$ cat config.mk
export PLATFORM = sky130hd
export DESIGN_NAME = pcpi_issuer
export DESIGN_NICKNAME = d
export VERILOG_FILES = /design/src/rtl/pcpi_issuer_pkg.sv /design/src/rtl/pcpi_watchdog.sv /design/src/rtl/pcpi_issuer.sv
export SDC_FILE = /design/constraint.sdc
export NUM_CORES = 1
export LEC_CHECK = 0
export CAP_MARGIN = 10
export CORE_MARGIN = 10
export CORE_UTILIZATION = 25
export DETAILED_ROUTE_END_ITERATION = 8
export DONT_BUFFER_PORTS = 1
export GPL_TIMING_DRIVEN = 1
export PLACE_DENSITY_LB_ADDON = 0.05
export SLEW_MARGIN = 20
export SYNTH_ARGS = -nofsm -noshare
export SYNTH_HDL_FRONTEND = slang
export SYNTH_SLANG_ARGS = --single-unit
$ cat constraint.sdc
create_clock -name clk -period 3.15 [get_ports clk]
set_clock_uncertainty 0.05 [all_clocks]
set_input_delay 0.315 -clock clk [delete_from_list [all_inputs] [get_ports clk]]
set_output_delay 0.315 -clock clk [all_outputs]
set_load 0.01 [all_outputs]
$ cat src/rtl/pcpi_issuer_pkg.sv
// Shared definitions for the PCPI issuer.
// Holds the issuer state encoding, the default no-claim timeout and watchdog limits, and the
// RV32M / custom-0 encodings that drivers and benches use to build instruction words.
package pcpi_issuer_pkg;

  typedef enum logic [1:0] {
    StIdle,
    StIssue,
    StBusy,
    StResp
  } issuer_state_e;

  localparam int unsigned DefTimeoutCycles = 16;
  localparam int unsigned DefWdogCycles    = 1024;

  // RV32M lives in the OP major opcode with funct7 = 1; custom-0 carries accelerator ops.
  localparam logic [6:0] OpcodeOp     = 7'b0110011;
  localparam logic [6:0] OpcodeCustom = 7'b0001011;
  localparam logic [6:0] Func7MulDiv  = 7'b0000001;

  localparam logic [2:0] Func3Mul    = 3'b000;
  localparam logic [2:0] Func3Mulh   = 3'b001;
  localparam logic [2:0] Func3Mulhsu = 3'b010;
  localparam logic [2:0] Func3Mulhu  = 3'b011;
  localparam logic [2:0] Func3Div    = 3'b100;
  localparam logic [2:0] Func3Divu   = 3'b101;
  localparam logic [2:0] Func3Rem    = 3'b110;
  localparam logic [2:0] Func3Remu   = 3'b111;

endpackage

$ cat src/rtl/pcpi_watchdog.sv
// Saturating cycle counter with an expiry compare.
// Ports:
//   clk, resetn  clock and asynchronous active-low reset
//   clear        synchronous clear to zero (wins over enable)
//   enable       count one cycle
//   limit        expiry value compared against the current count
//   count        current count, sticks at all-ones
//   expired      count == limit (combinational)
module pcpi_watchdog #(
  parameter int unsigned Width = 16
) (
  input  logic             clk,
  input  logic             resetn,
  input  logic             clear,
  input  logic             enable,
  input  logic [Width-1:0] limit,
  output logic [Width-1:0] count,
  output logic             expired
);

  logic [Width-1:0] count_q, count_d;

  always_comb begin
    count_d = count_q;
    if (clear) begin
      count_d = '0;
    end else if (enable && (count_q != {Width{1'b1}})) begin
      count_d = count_q + Width'(1);
    end
  end

  always_ff @(posedge clk or negedge resetn) begin
    if (!resetn) begin
      count_q <= '0;
    end else begin
      count_q <= count_d;
    end
  end

  assign count   = count_q;
  assign expired = (count_q == limit);

endmodule

$ cat src/rtl/pcpi_issuer.sv
// PCPI initiator: plays the core side of the PCPI interface so a coprocessor can be driven
// standalone. One command in, one response out, with a no-claim timeout and a hung-busy watchdog.
// Ports:
//   clk, resetn                      clock, asynchronous active-low reset
//   cmd_valid/ready/insn/rs1/rs2     command port (valid/ready)
//   pcpi_valid/insn/rs1/rs2          instruction presented to the coprocessor
//   pcpi_wr/rd/busy/ready            coprocessor reply
//   rsp_valid/ready/data/wr/err      response port (valid/ready)
//   rsp_cycles                       cycles from pcpi_valid rise to completion, saturating
// Optional: define PCPI_ISSUER_STATS_EN to add stat_issued, stat_timeouts, stat_busy_cycles.
module pcpi_issuer
  import pcpi_issuer_pkg::*;
#(
  parameter int unsigned TIMEOUT_CYCLES = DefTimeoutCycles,
  parameter int unsigned WDOG_CYCLES    = DefWdogCycles,
  parameter int unsigned CYC_W          = 16
) (
  input  logic             clk,
  input  logic             resetn,
  input  logic             cmd_valid,
  output logic             cmd_ready,
  input  logic [31:0]      cmd_insn,
  input  logic [31:0]      cmd_rs1,
  input  logic [31:0]      cmd_rs2,
  output logic             pcpi_valid,
  output logic [31:0]      pcpi_insn,
  output logic [31:0]      pcpi_rs1,
  output logic [31:0]      pcpi_rs2,
  input  logic             pcpi_wr,
  input  logic [31:0]      pcpi_rd,
  input  logic             pcpi_busy,
  input  logic             pcpi_ready,
  output logic             rsp_valid,
  input  logic             rsp_ready,
  output logic [31:0]      rsp_data,
  output logic             rsp_wr,
  output logic             rsp_err,
  output logic [CYC_W-1:0] rsp_cycles
`ifdef PCPI_ISSUER_STATS_EN
  ,
  output logic [31:0]      stat_issued,
  output logic [15:0]      stat_timeouts,
  output logic [31:0]      stat_busy_cycles
`endif
);

  localparam int unsigned WdogW = 32;
  localparam logic [CYC_W-1:0] TimeoutLimit = CYC_W'(TIMEOUT_CYCLES - 1);
  localparam bit WdogEn = (WDOG_CYCLES != 0);
  localparam logic [WdogW-1:0] WdogLimit = WdogEn ? WdogW'(WDOG_CYCLES - 1) : '0;

  issuer_state_e state_q, state_d;

  logic        pcpi_valid_q;
  logic [31:0] insn_q, rs1_q, rs2_q;
  logic [31:0] rsp_data_q;
  logic        rsp_wr_q, rsp_err_q;
  logic [CYC_W-1:0] rsp_cycles_q;

  logic accept, capture, err_exit;
  logic cyc_clear, cyc_en, wd_clear, wd_en;
  logic [CYC_W-1:0] cyc_count;
  logic             cyc_expired;
  logic [WdogW-1:0] wd_count;
  logic             wd_expired;
  logic [CYC_W:0]   cyc_inc;
  logic [CYC_W-1:0] cyc_sat;
  logic             unused_wd_count;

  // Cycle counter: runs from pcpi_valid rise through ISSUE and BUSY; its expiry is the
  // no-claim timeout and only matters while still in ISSUE.
  pcpi_watchdog #(
    .Width(CYC_W)
  ) u_cyc_cnt (
    .clk    (clk),
    .resetn (resetn),
    .clear  (cyc_clear),
    .enable (cyc_en),
    .limit  (TimeoutLimit),
    .count  (cyc_count),
    .expired(cyc_expired)
  );

  // Hung-busy watchdog: restarts on the ISSUE->BUSY transition.
  pcpi_watchdog #(
    .Width(WdogW)
  ) u_wdog (
    .clk    (clk),
    .resetn (resetn),
    .clear  (wd_clear),
    .enable (wd_en),
    .limit  (WdogLimit),
    .count  (wd_count),
    .expired(wd_expired)
  );

  assign unused_wd_count = ^wd_count;

  // Reported latency counts the completing cycle itself.
  assign cyc_inc = {1'b0, cyc_count} + (CYC_W + 1)'(1);
  assign cyc_sat = cyc_inc[CYC_W] ? {CYC_W{1'b1}} : cyc_inc[CYC_W-1:0];

  assign cmd_ready = resetn && (state_q == StIdle);

  always_comb begin
    state_d   = state_q;
    accept    = 1'b0;
    capture   = 1'b0;
    err_exit  = 1'b0;
    cyc_clear = 1'b0;
    cyc_en    = 1'b0;
    wd_clear  = 1'b0;
    wd_en     = 1'b0;
    unique case (state_q)
      StIdle: begin
        if (cmd_valid && cmd_ready) begin
          accept    = 1'b1;
          cyc_clear = 1'b1;
          wd_clear  = 1'b1;
          state_d   = StIssue;
        end
      end
      StIssue: begin
        cyc_en = 1'b1;
        // ready beats busy beats timeout
        if (pcpi_ready) begin
          capture = 1'b1;
          state_d = StResp;
        end else if (pcpi_busy) begin
          wd_clear = 1'b1;
          state_d  = StBusy;
        end else if (cyc_expired) begin
          err_exit = 1'b1;
          state_d  = StResp;
        end
      end
      StBusy: begin
        cyc_en = 1'b1;
        wd_en  = 1'b1;
        // busy dropping without ready is tolerated; only ready or the watchdog leave
        if (pcpi_ready) begin
          capture = 1'b1;
          state_d = StResp;
        end else if (WdogEn && wd_expired) begin
          err_exit = 1'b1;
          state_d  = StResp;
        end
      end
      StResp: begin
        if (rsp_ready) begin
          state_d = StIdle;
        end
      end
      default: state_d = StIdle;
    endcase
  end

  always_ff @(posedge clk or negedge resetn) begin
    if (!resetn) begin
      state_q      <= StIdle;
      pcpi_valid_q <= 1'b0;
      insn_q       <= '0;
      rs1_q        <= '0;
      rs2_q        <= '0;
      rsp_data_q   <= '0;
      rsp_wr_q     <= 1'b0;
      rsp_err_q    <= 1'b0;
      rsp_cycles_q <= '0;
    end else begin
      state_q <= state_d;
      if (accept) begin
        insn_q       <= cmd_insn;
        rs1_q        <= cmd_rs1;
        rs2_q        <= cmd_rs2;
        pcpi_valid_q <= 1'b1;
      end
      // pcpi_valid falls on the RESP-entry edge so the coprocessor never sees a re-issue.
      if (capture) begin
        pcpi_valid_q <= 1'b0;
        rsp_wr_q     <= pcpi_wr;
        rsp_data_q   <= pcpi_wr ? pcpi_rd : 32'd0;
        rsp_err_q    <= 1'b0;
        rsp_cycles_q <= cyc_sat;
      end
      if (err_exit) begin
        pcpi_valid_q <= 1'b0;
        rsp_wr_q     <= 1'b0;
        rsp_data_q   <= 32'd0;
        rsp_err_q    <= 1'b1;
        rsp_cycles_q <= cyc_sat;
      end
    end
  end

  assign pcpi_valid = pcpi_valid_q;
  assign pcpi_insn  = insn_q;
  assign pcpi_rs1   = rs1_q;
  assign pcpi_rs2   = rs2_q;
  assign rsp_valid  = (state_q == StResp);
  assign rsp_data   = rsp_data_q;
  assign rsp_wr     = rsp_wr_q;
  assign rsp_err    = rsp_err_q;
  assign rsp_cycles = rsp_cycles_q;

`ifdef PCPI_ISSUER_STATS_EN
  logic [31:0] issued_q, busy_cycles_q;
  logic [15:0] timeouts_q;

  always_ff @(posedge clk or negedge resetn) begin
    if (!resetn) begin
      issued_q      <= '0;
      timeouts_q    <= '0;
      busy_cycles_q <= '0;
    end else begin
      if (accept) begin
        issued_q <= issued_q + 32'd1;
      end
      if (err_exit) begin
        timeouts_q <= timeouts_q + 16'd1;
      end
      if (state_q == StBusy) begin
        busy_cycles_q <= busy_cycles_q + 32'd1;
      end
    end
  end

  assign stat_issued      = issued_q;
  assign stat_timeouts    = timeouts_q;
  assign stat_busy_cycles = busy_cycles_q;
`endif

endmodule

==> results of run 1 <==
## stage by stage
step	power, W	area (sq um)	hold WS, ps	worst slack (ps)	utilization, %
CTS	0.009322	11110	-518.5	379.1	32.31
detailed placement	0.006820	9214	-19.54	398.8	26.81
finish	0.009136	11110	-495.2	376.8	32.32
global route	0.009815	11110	-533.5	208.0	32.32
global placement	0.006830	9214	-19.85	494.3	26.81
floorplan	0.005918	8655	-30.59	860.0	-
## placed cells by master (no fill, tap or decap), drive strengths merged, types with 18 or more instances in the layout
cell type and count:
mux2 18, or3 29, a21oi 41, o21ai 30
nand2 327, nand4 19, dlygate4sd3 129, clkbuf 20
nand3 25, a22o 32, dfrtp 197
## metal layers
metal | vias to the layer above | share of wire (%) | wire [um] | track usage (%)
met3 | 17 | 9.5 | 2788 | 5.972
met4 | 0 | 1.2 | 346 | 3.492
met2 | 208 | 46 | 13500 | 21.80
met5 | - | 0 | 0 | 0
met1 | 3361 | 43 | 12590 | 17.15
li1 | 3329 | - | - | -
## power groups by stage
stage | clock network (W) | logic, W | registers (W)
2_1_floorplan | 0 | 0.00157 | 0.00435
3_3_place_gp | 0 | 0.00199 | 0.00484
3_5_place_dp | 0 | 0.00205 | 0.00477
4_1_cts | 0.00240 | 0.00217 | 0.00476
5_1_grt | 0.00250 | 0.00245 | 0.00487
6_report | 0.00231 | 0.00212 | 0.00471
## critical path: cells and delay by family, from the launching register on
kind	cells	cell delay (ps)
compound gates	1	100
flops	1	400
mux	1	360
simple gates	3	920
fa+ha+maj	1	300
buf+inv	2	500
## flip-flops by register name, indices dropped and copies added, names as in the netlist
signal / flops
pcpi_insn: 32
rsp_wr: 1
pcpi_rs1: 32
pcpi_rs2: 32
u_cyc_cnt.count: 16
pcpi_valid: 1
state_q: 2
rsp_cycles: 16
u_wdog.count: 32
rsp_data: 32
rsp_err: 1
## worst min-delay path by stage
| stage | start | end | slack (ps) | depth (start not counted) |
|---|---|---|---|---|
| floorplan | resetn | pcpi_insn[0] | -30 | 0 |
| detailed placement | resetn | rsp_cycles[5] | -20 | 0 |
| finish | resetn | rsp_cycles[3] | -500 | 0 |
| global placement | resetn | rsp_cycles[5] | -20 | 0 |
| CTS | resetn | rsp_cycles[5] | -520 | 0 |
| global route | resetn | rsp_cycles[5] | -530 | 0 |
## area by class of cell
class | count | area [sq um]
Clock inverter | 12 | 143.9
Antenna cell | 1 | 2.502
Sequential cell | 197 | 4930
Inverter | 10 | 37.54
Multi-Input combinational cell | 652 | 3522
Fill cell | 3580 | 23260
Tap cell | 455 | 569.3
Timing Repair Buffer | 143 | 1446
Clock buffer | 20 | 456.7
## cells by family (layout without fill, tap and decap cells)
kind of cell               count (synthesis)  after routing  share of synthesized area (%)
DFF                                      197            197                          56.96
other                                      0              1                              0
adders and majority gates                  7              7                          1.012
muxes                                     20             20                          2.573
and+or+nand+nor                          481            481                          25.30
xor gates and xnor gates                  16             16                          1.619
AOI/OAI and AO/OA                        128            128                          9.788
buffers and inverters                     58            185                          2.747
## timing repair
action / 4_1_cts / 5_1_grt
hold endpoints to repair: 326 / 197
setup buffers: 0 / 0
setup endpoints to repair: 0 / 0
==> results.py, run 1 <==
metrics = {
    "global_route": {
        "grtUsageTotal_pct": 13.87,
        "grt_pass1_vias": 7491,
        "grt_overflow": 0,
        "grt_max_degree": 201,
        "antenna_found_initial": 1,
        "grt_pass1_wl_mm": 45.66,
    },
    "clocking": {
        "cts_buffers": 17,
        "cts_buffer_depth": 2,
        "cts-root-buf": "clkbuf_16",
        "h-tree-depth": 4,
        "post_cts_resized": 0,
        "clk_pin_slew_ps": 80,
        "cts_tree": "built",
        "worstSkewPairLatency_ps": 450,
        "cts_hold_buffers": 129,
        "cts.sinks": 197,
    },
    "drt": {
        "wl_per_cell_um": 19.61,
        "drtAntennaViolNets": 0,
        "vias": 6915,
        "drc_errors": 0,
        "dr.pass1.iters": 4,
        "wl_mm": 29.22,
        "viasPerCell": 4.641,
        "dr.first_iter.drc_count": 281,
    },
    "power_and_ir_drop": {
        "switching_power_w": 0.003524,
        "ir_drop_v": 0.0005266,
        "total_leakage_power_nw": 5.121,
        "netSwitchingFraction_pct": 38.58,
        "comb_power_share_pct": 23.2,
        "internal_power_w": 0.005612,
        "seq_power_share_pct": 51.5,
        "p_per_area_mw_per_mm2": 822.5,
        "clkPwrFrac_pct": 25.2,
    },
    "worst_setup_path": {
        "slowest_delay_ps": 400,
        "crit_path_end": "rsp_cycles[14]",
        "cp_slowest_cell": "dfrtp_1",
        "r2r_start": "state_q[0]",
        "crit_chain": "inv_1 -> ha_1 -> nand3_1 -> or3_1 -> nor3_1 -> o31ai_4 -> buf_4 -> mux2_2",
        "arrival_ps": 3060,
        "cp_max_fo": 50,
        "cp.required_ps": 3440,
        "rr_endpoint": "rsp_cycles[14]",
        "startpoint_type": "flip-flop",
        "critPathLaunch": "state_q[0]",
        "critical_path_class": "reg2reg",
        "r2r_setup_slack_ps": 380,
        "reg2regPathDepth": 8,
        "cp-end-kind": "flip-flop",
    },
    "synth": {
        "synth.avg_cell_area_sq_um": 9.542,
        "yosys.area.top_type": "dfrtp_1",
        "syn-instance-count": 907,
        "synth-seq-area-share_pct": 56.96,
        "synth.most_common_cell": "nand2_1",
        "netlist_top_cells_count": "327 x nand2_1, 197 x dfrtp_1, 41 x a21oi_1, 41 x clkbuf_1, 32 x a22o_1",
        "synth_area_leaders": "dfrtp_1 57%, nand2_1 14%, a22o_1 3.2%",
        "yosys_most_used_dff": "dfrtp_1",
        "synthDistinctLibCells": 52,
        "synth_top_area_share_pct": 56.96,
        "ys_ff_latch": 197,
        "synth.net_count": 1049,
        "synth_edf_count": 0,
        "syn_area_sq_mm": 0.008655,
        "ys_warn_count": 0,
        "synth-async-reset-ratio_pct": 100.0,
    },
    "place": {
        "dpl.hpwl_mm": 20.04,
        "io_buffers": 0,
        "place.gp.congestion": 0.7533,
        "place_inst": 1328,
    },
    "floorplanning": {
        "core-area_sq_mm": 0.03437,
        "dieHeight_um": 206.1,
        "rows": 68,
        "initial_core_util_pct": 25.18,
        "dieArea_sq_mm": 0.04246,
        "boundaryPins": 284,
        "die_x_um": 206.1,
    },
    "finish": {
        "layout.cells.non_filler": 1490,
        "syn_to_final_growth_pct": 28.35,
        "finalNetCount": 1163,
        "layout-drive-gt1-share_pct": 7.737,
    },
    "timing": {
        "hold_slack_ps": -495.2,
        "relSlewSlack_pct": 51.79,
        "tns_ps": 0,
        "finalCritPeriodShare_pct": 88.04,
        "maxSlewViolCount": 0,
        "worstMarginPinSlew_ps": 715.4,
        "timing.fmax_mhz": 360.6,
        "post-route-min-period_ps": 2773,
        "setup_viol_count_final": 0,
        "rsz0062_at_grt": "false",
        "hold_viol_final": 197,
    },
    "flow_run": {
        "drv_cap": 0,
    },
    "status": {
        "outcome": "finished with violations",
        "violations": "hold timing",
    },
    "worst_hold_path": {
        "hold_class": "in2async",
    },
}
No activity file was read; power rests on OpenSTA's default activity.
==> run 2: changes to the inputs <==
--- a/config.mk
+++ b/config.mk
@@ -12,6 +12,7 @@
 export DONT_BUFFER_PORTS = 1
 export GPL_TIMING_DRIVEN = 1
 export PLACE_DENSITY_LB_ADDON = 0.05
+export REMOVE_ABC_BUFFERS = 1
 export SLEW_MARGIN = 20
 export SYNTH_ARGS = -nofsm -noshare
 export SYNTH_HDL_FRONTEND = slang
==> results.py, run 2 (same netlist as run 1, synthesis figures left out) <==
metrics = {
    "timing": {
        "worstMarginPinSlew_ps": 799.2,
        "relSlewSlack_pct": 46.14,
        "hold_viol_final": 197,
        "timing.fmax_mhz": 391.5,
        "post-route-min-period_ps": 2554,
        "hold_slack_ps": -498.8,
        "rsz0062_at_grt": "false",
        "setup_viol_count_final": 0,
        "finalCritPeriodShare_pct": 81.08,
        "maxSlewViolCount": 0,
    },
    "place": {
        "io_buffers": 0,
        "dpl.hpwl_mm": 20.47,
        "place_inst": 1334,
        "place_area_sq_mm": 0.009246,
        "place.gp.congestion": 0.7647,
    },
    "power_and_ir_drop": {
        "p_per_area_mw_per_mm2": 821.3,
        "total_leakage_power_nw": 5.153,
        "p_total_w": 0.009158,
        "ir_drop_v": 0.0004532,
    },
    "drt": {
        "vias": 6985,
        "drtAntennaViolNets": 0,
        "drc_errors": 0,
        "wl_mm": 29.57,
        "wl_per_cell_um": 19.74,
        "viasPerCell": 4.663,
        "dr.pass1.iters": 5,
        "dr.first_iter.drc_count": 388,
    },
    "clocking": {
        "cts-root-buf": "clkbuf_16",
        "cts_hold_buffers": 129,
        "h-tree-depth": 4,
        "worstSkewPairLatency_ps": 460,
        "cts.sinks": 197,
        "cts_tree": "built",
        "post-cts-setup-buffer-count": 0,
        "clk_pin_slew_ps": 80,
        "post_cts_resized": 0,
        "cts_buffers": 17,
        "cts_buffer_depth": 2,
    },
    "floorplanning": {
        "dieArea_sq_mm": 0.04246,
        "die_x_um": 206.1,
        "initial_core_util_pct": 25.18,
        "core-area_sq_mm": 0.03437,
        "boundaryPins": 284,
        "dieHeight_um": 206.1,
        "rows": 68,
    },
    "global_route": {
        "grt_overflow": 0,
        "grt_pass1_wl_mm": 46.48,
        "grt_max_degree": 201,
        "antenna_found_initial": 3,
        "grt_pass1_vias": 7475,
        "grtUsageTotal_pct": 14.18,
    },
    "worst_setup_path": {
        "arrival_ps": 2850,
        "critical_path_class": "reg2reg",
        "critPathLaunch": "state_q[0]",
        "cp.required_ps": 3450,
        "rr_endpoint": "rsp_cycles[0]",
        "startpoint_type": "flip-flop",
        "reg2regPathDepth": 8,
        "r2r_start": "state_q[0]",
        "r2r_setup_slack_ps": 600,
        "cp_max_fo": 31,
        "cp-end-kind": "flip-flop",
    },
    "flow_run": {
        "drv_cap": 0,
    },
    "finish": {
        "layout_common_cells": "326 x nand2_1, 197 x dfrtp_1, 129 x dlygate4sd3_1",
        "finalNetCount": 1170,
        "final_common_cell": "nand2_1",
        "final_area_sq_mm": 0.01115,
        "syn_to_final_growth_pct": 28.84,
        "fillCellCount": 3587,
        "layout.cells.non_filler": 1498,
        "layout-drive-gt1-share_pct": 8.453,
    },
    "status": {
        "outcome": "finished with violations",
        "violations": "hold timing",
    },
    "worst_hold_path": {
        "hold_class": "in2async",
    },
}
-- run 2: cell types whose count changed in the layout (fill, tap and decap cells not counted) --
cell	previous run	this run
diode_2	1	2
inv_6	1	4
clkbuf_1	1	0
clkbuf_8	2	0
buf_8	0	1
buf_4	10	17
clkinv_2	1	0
bufinv_16	2	1
buf_12	4	3
clkinv_8	0	2
-- run 2: power breakdown --
group          internal [W]  leakage [nW]  switching, W
Sequential          0.00343          2.55       0.00128
Combinational      0.000988          2.32       0.00120
Clock               0.00113         0.276       0.00113
-- run 2: worst max-delay path: stages (launching register included) --
cell and delay (ps):
dfrtp_1 400, inv_1 150, ha_1 200, nand3_1 100, or3_1 370, nor3_1 440, o31ai_4 210, buf_12 230
mux2_2 280
-- run 2: through the flow --
stage          setup TNS, ps  setup slack (ps)  util, %
3_5_place_dp               0             233.1    26.90
4_1_cts                    0             218.8    32.38
3_3_place_gp               0             294.2    26.90
5_1_grt                    0             437.7    32.43
6_report                   0             595.9    32.44
2_1_floorplan         -98000             -1614        -
-- run 2: how the worst max path moves through the flow --
stage | to | slack (ps)
after floorplan | rsp_cycles[0] | -1610
after global placement | rsp_cycles[0] | 290
after detailed placement | rsp_cycles[0] | 230
after CTS | rsp_cycles[4] | 220
after global routing | rsp_cycles[3] | 440
final | rsp_cycles[0] | 600
-- run 2: layout make-up --
type | instances | area [sq um] | share of cell area (%)
flip-flops and latches | 197 | 4930 | 44.21
diodes | 2 | 5.005 | 0.04488
inverters | 10 | 37.54 | 0.3366
repair buffers | 150 | 1494 | 13.40
clock buffers | 17 | 425.4 | 3.815
well taps | 455 | 569.3 | 5.105
multi-input cells | 652 | 3522 | 31.59
clock inverters | 15 | 167.7 | 1.504
-- run 2: layer usage --
layer | GRT usage [%] | vias to the layer above | routed length (um)
met5 | 0 | - | 7
met4 | 4.170 | 2 | 520
met3 | 6.332 | 25 | 2759
met2 | 20.92 | 223 | 13210
met1 | 18.29 | 3385 | 13080
li1 | - | 3350 | -
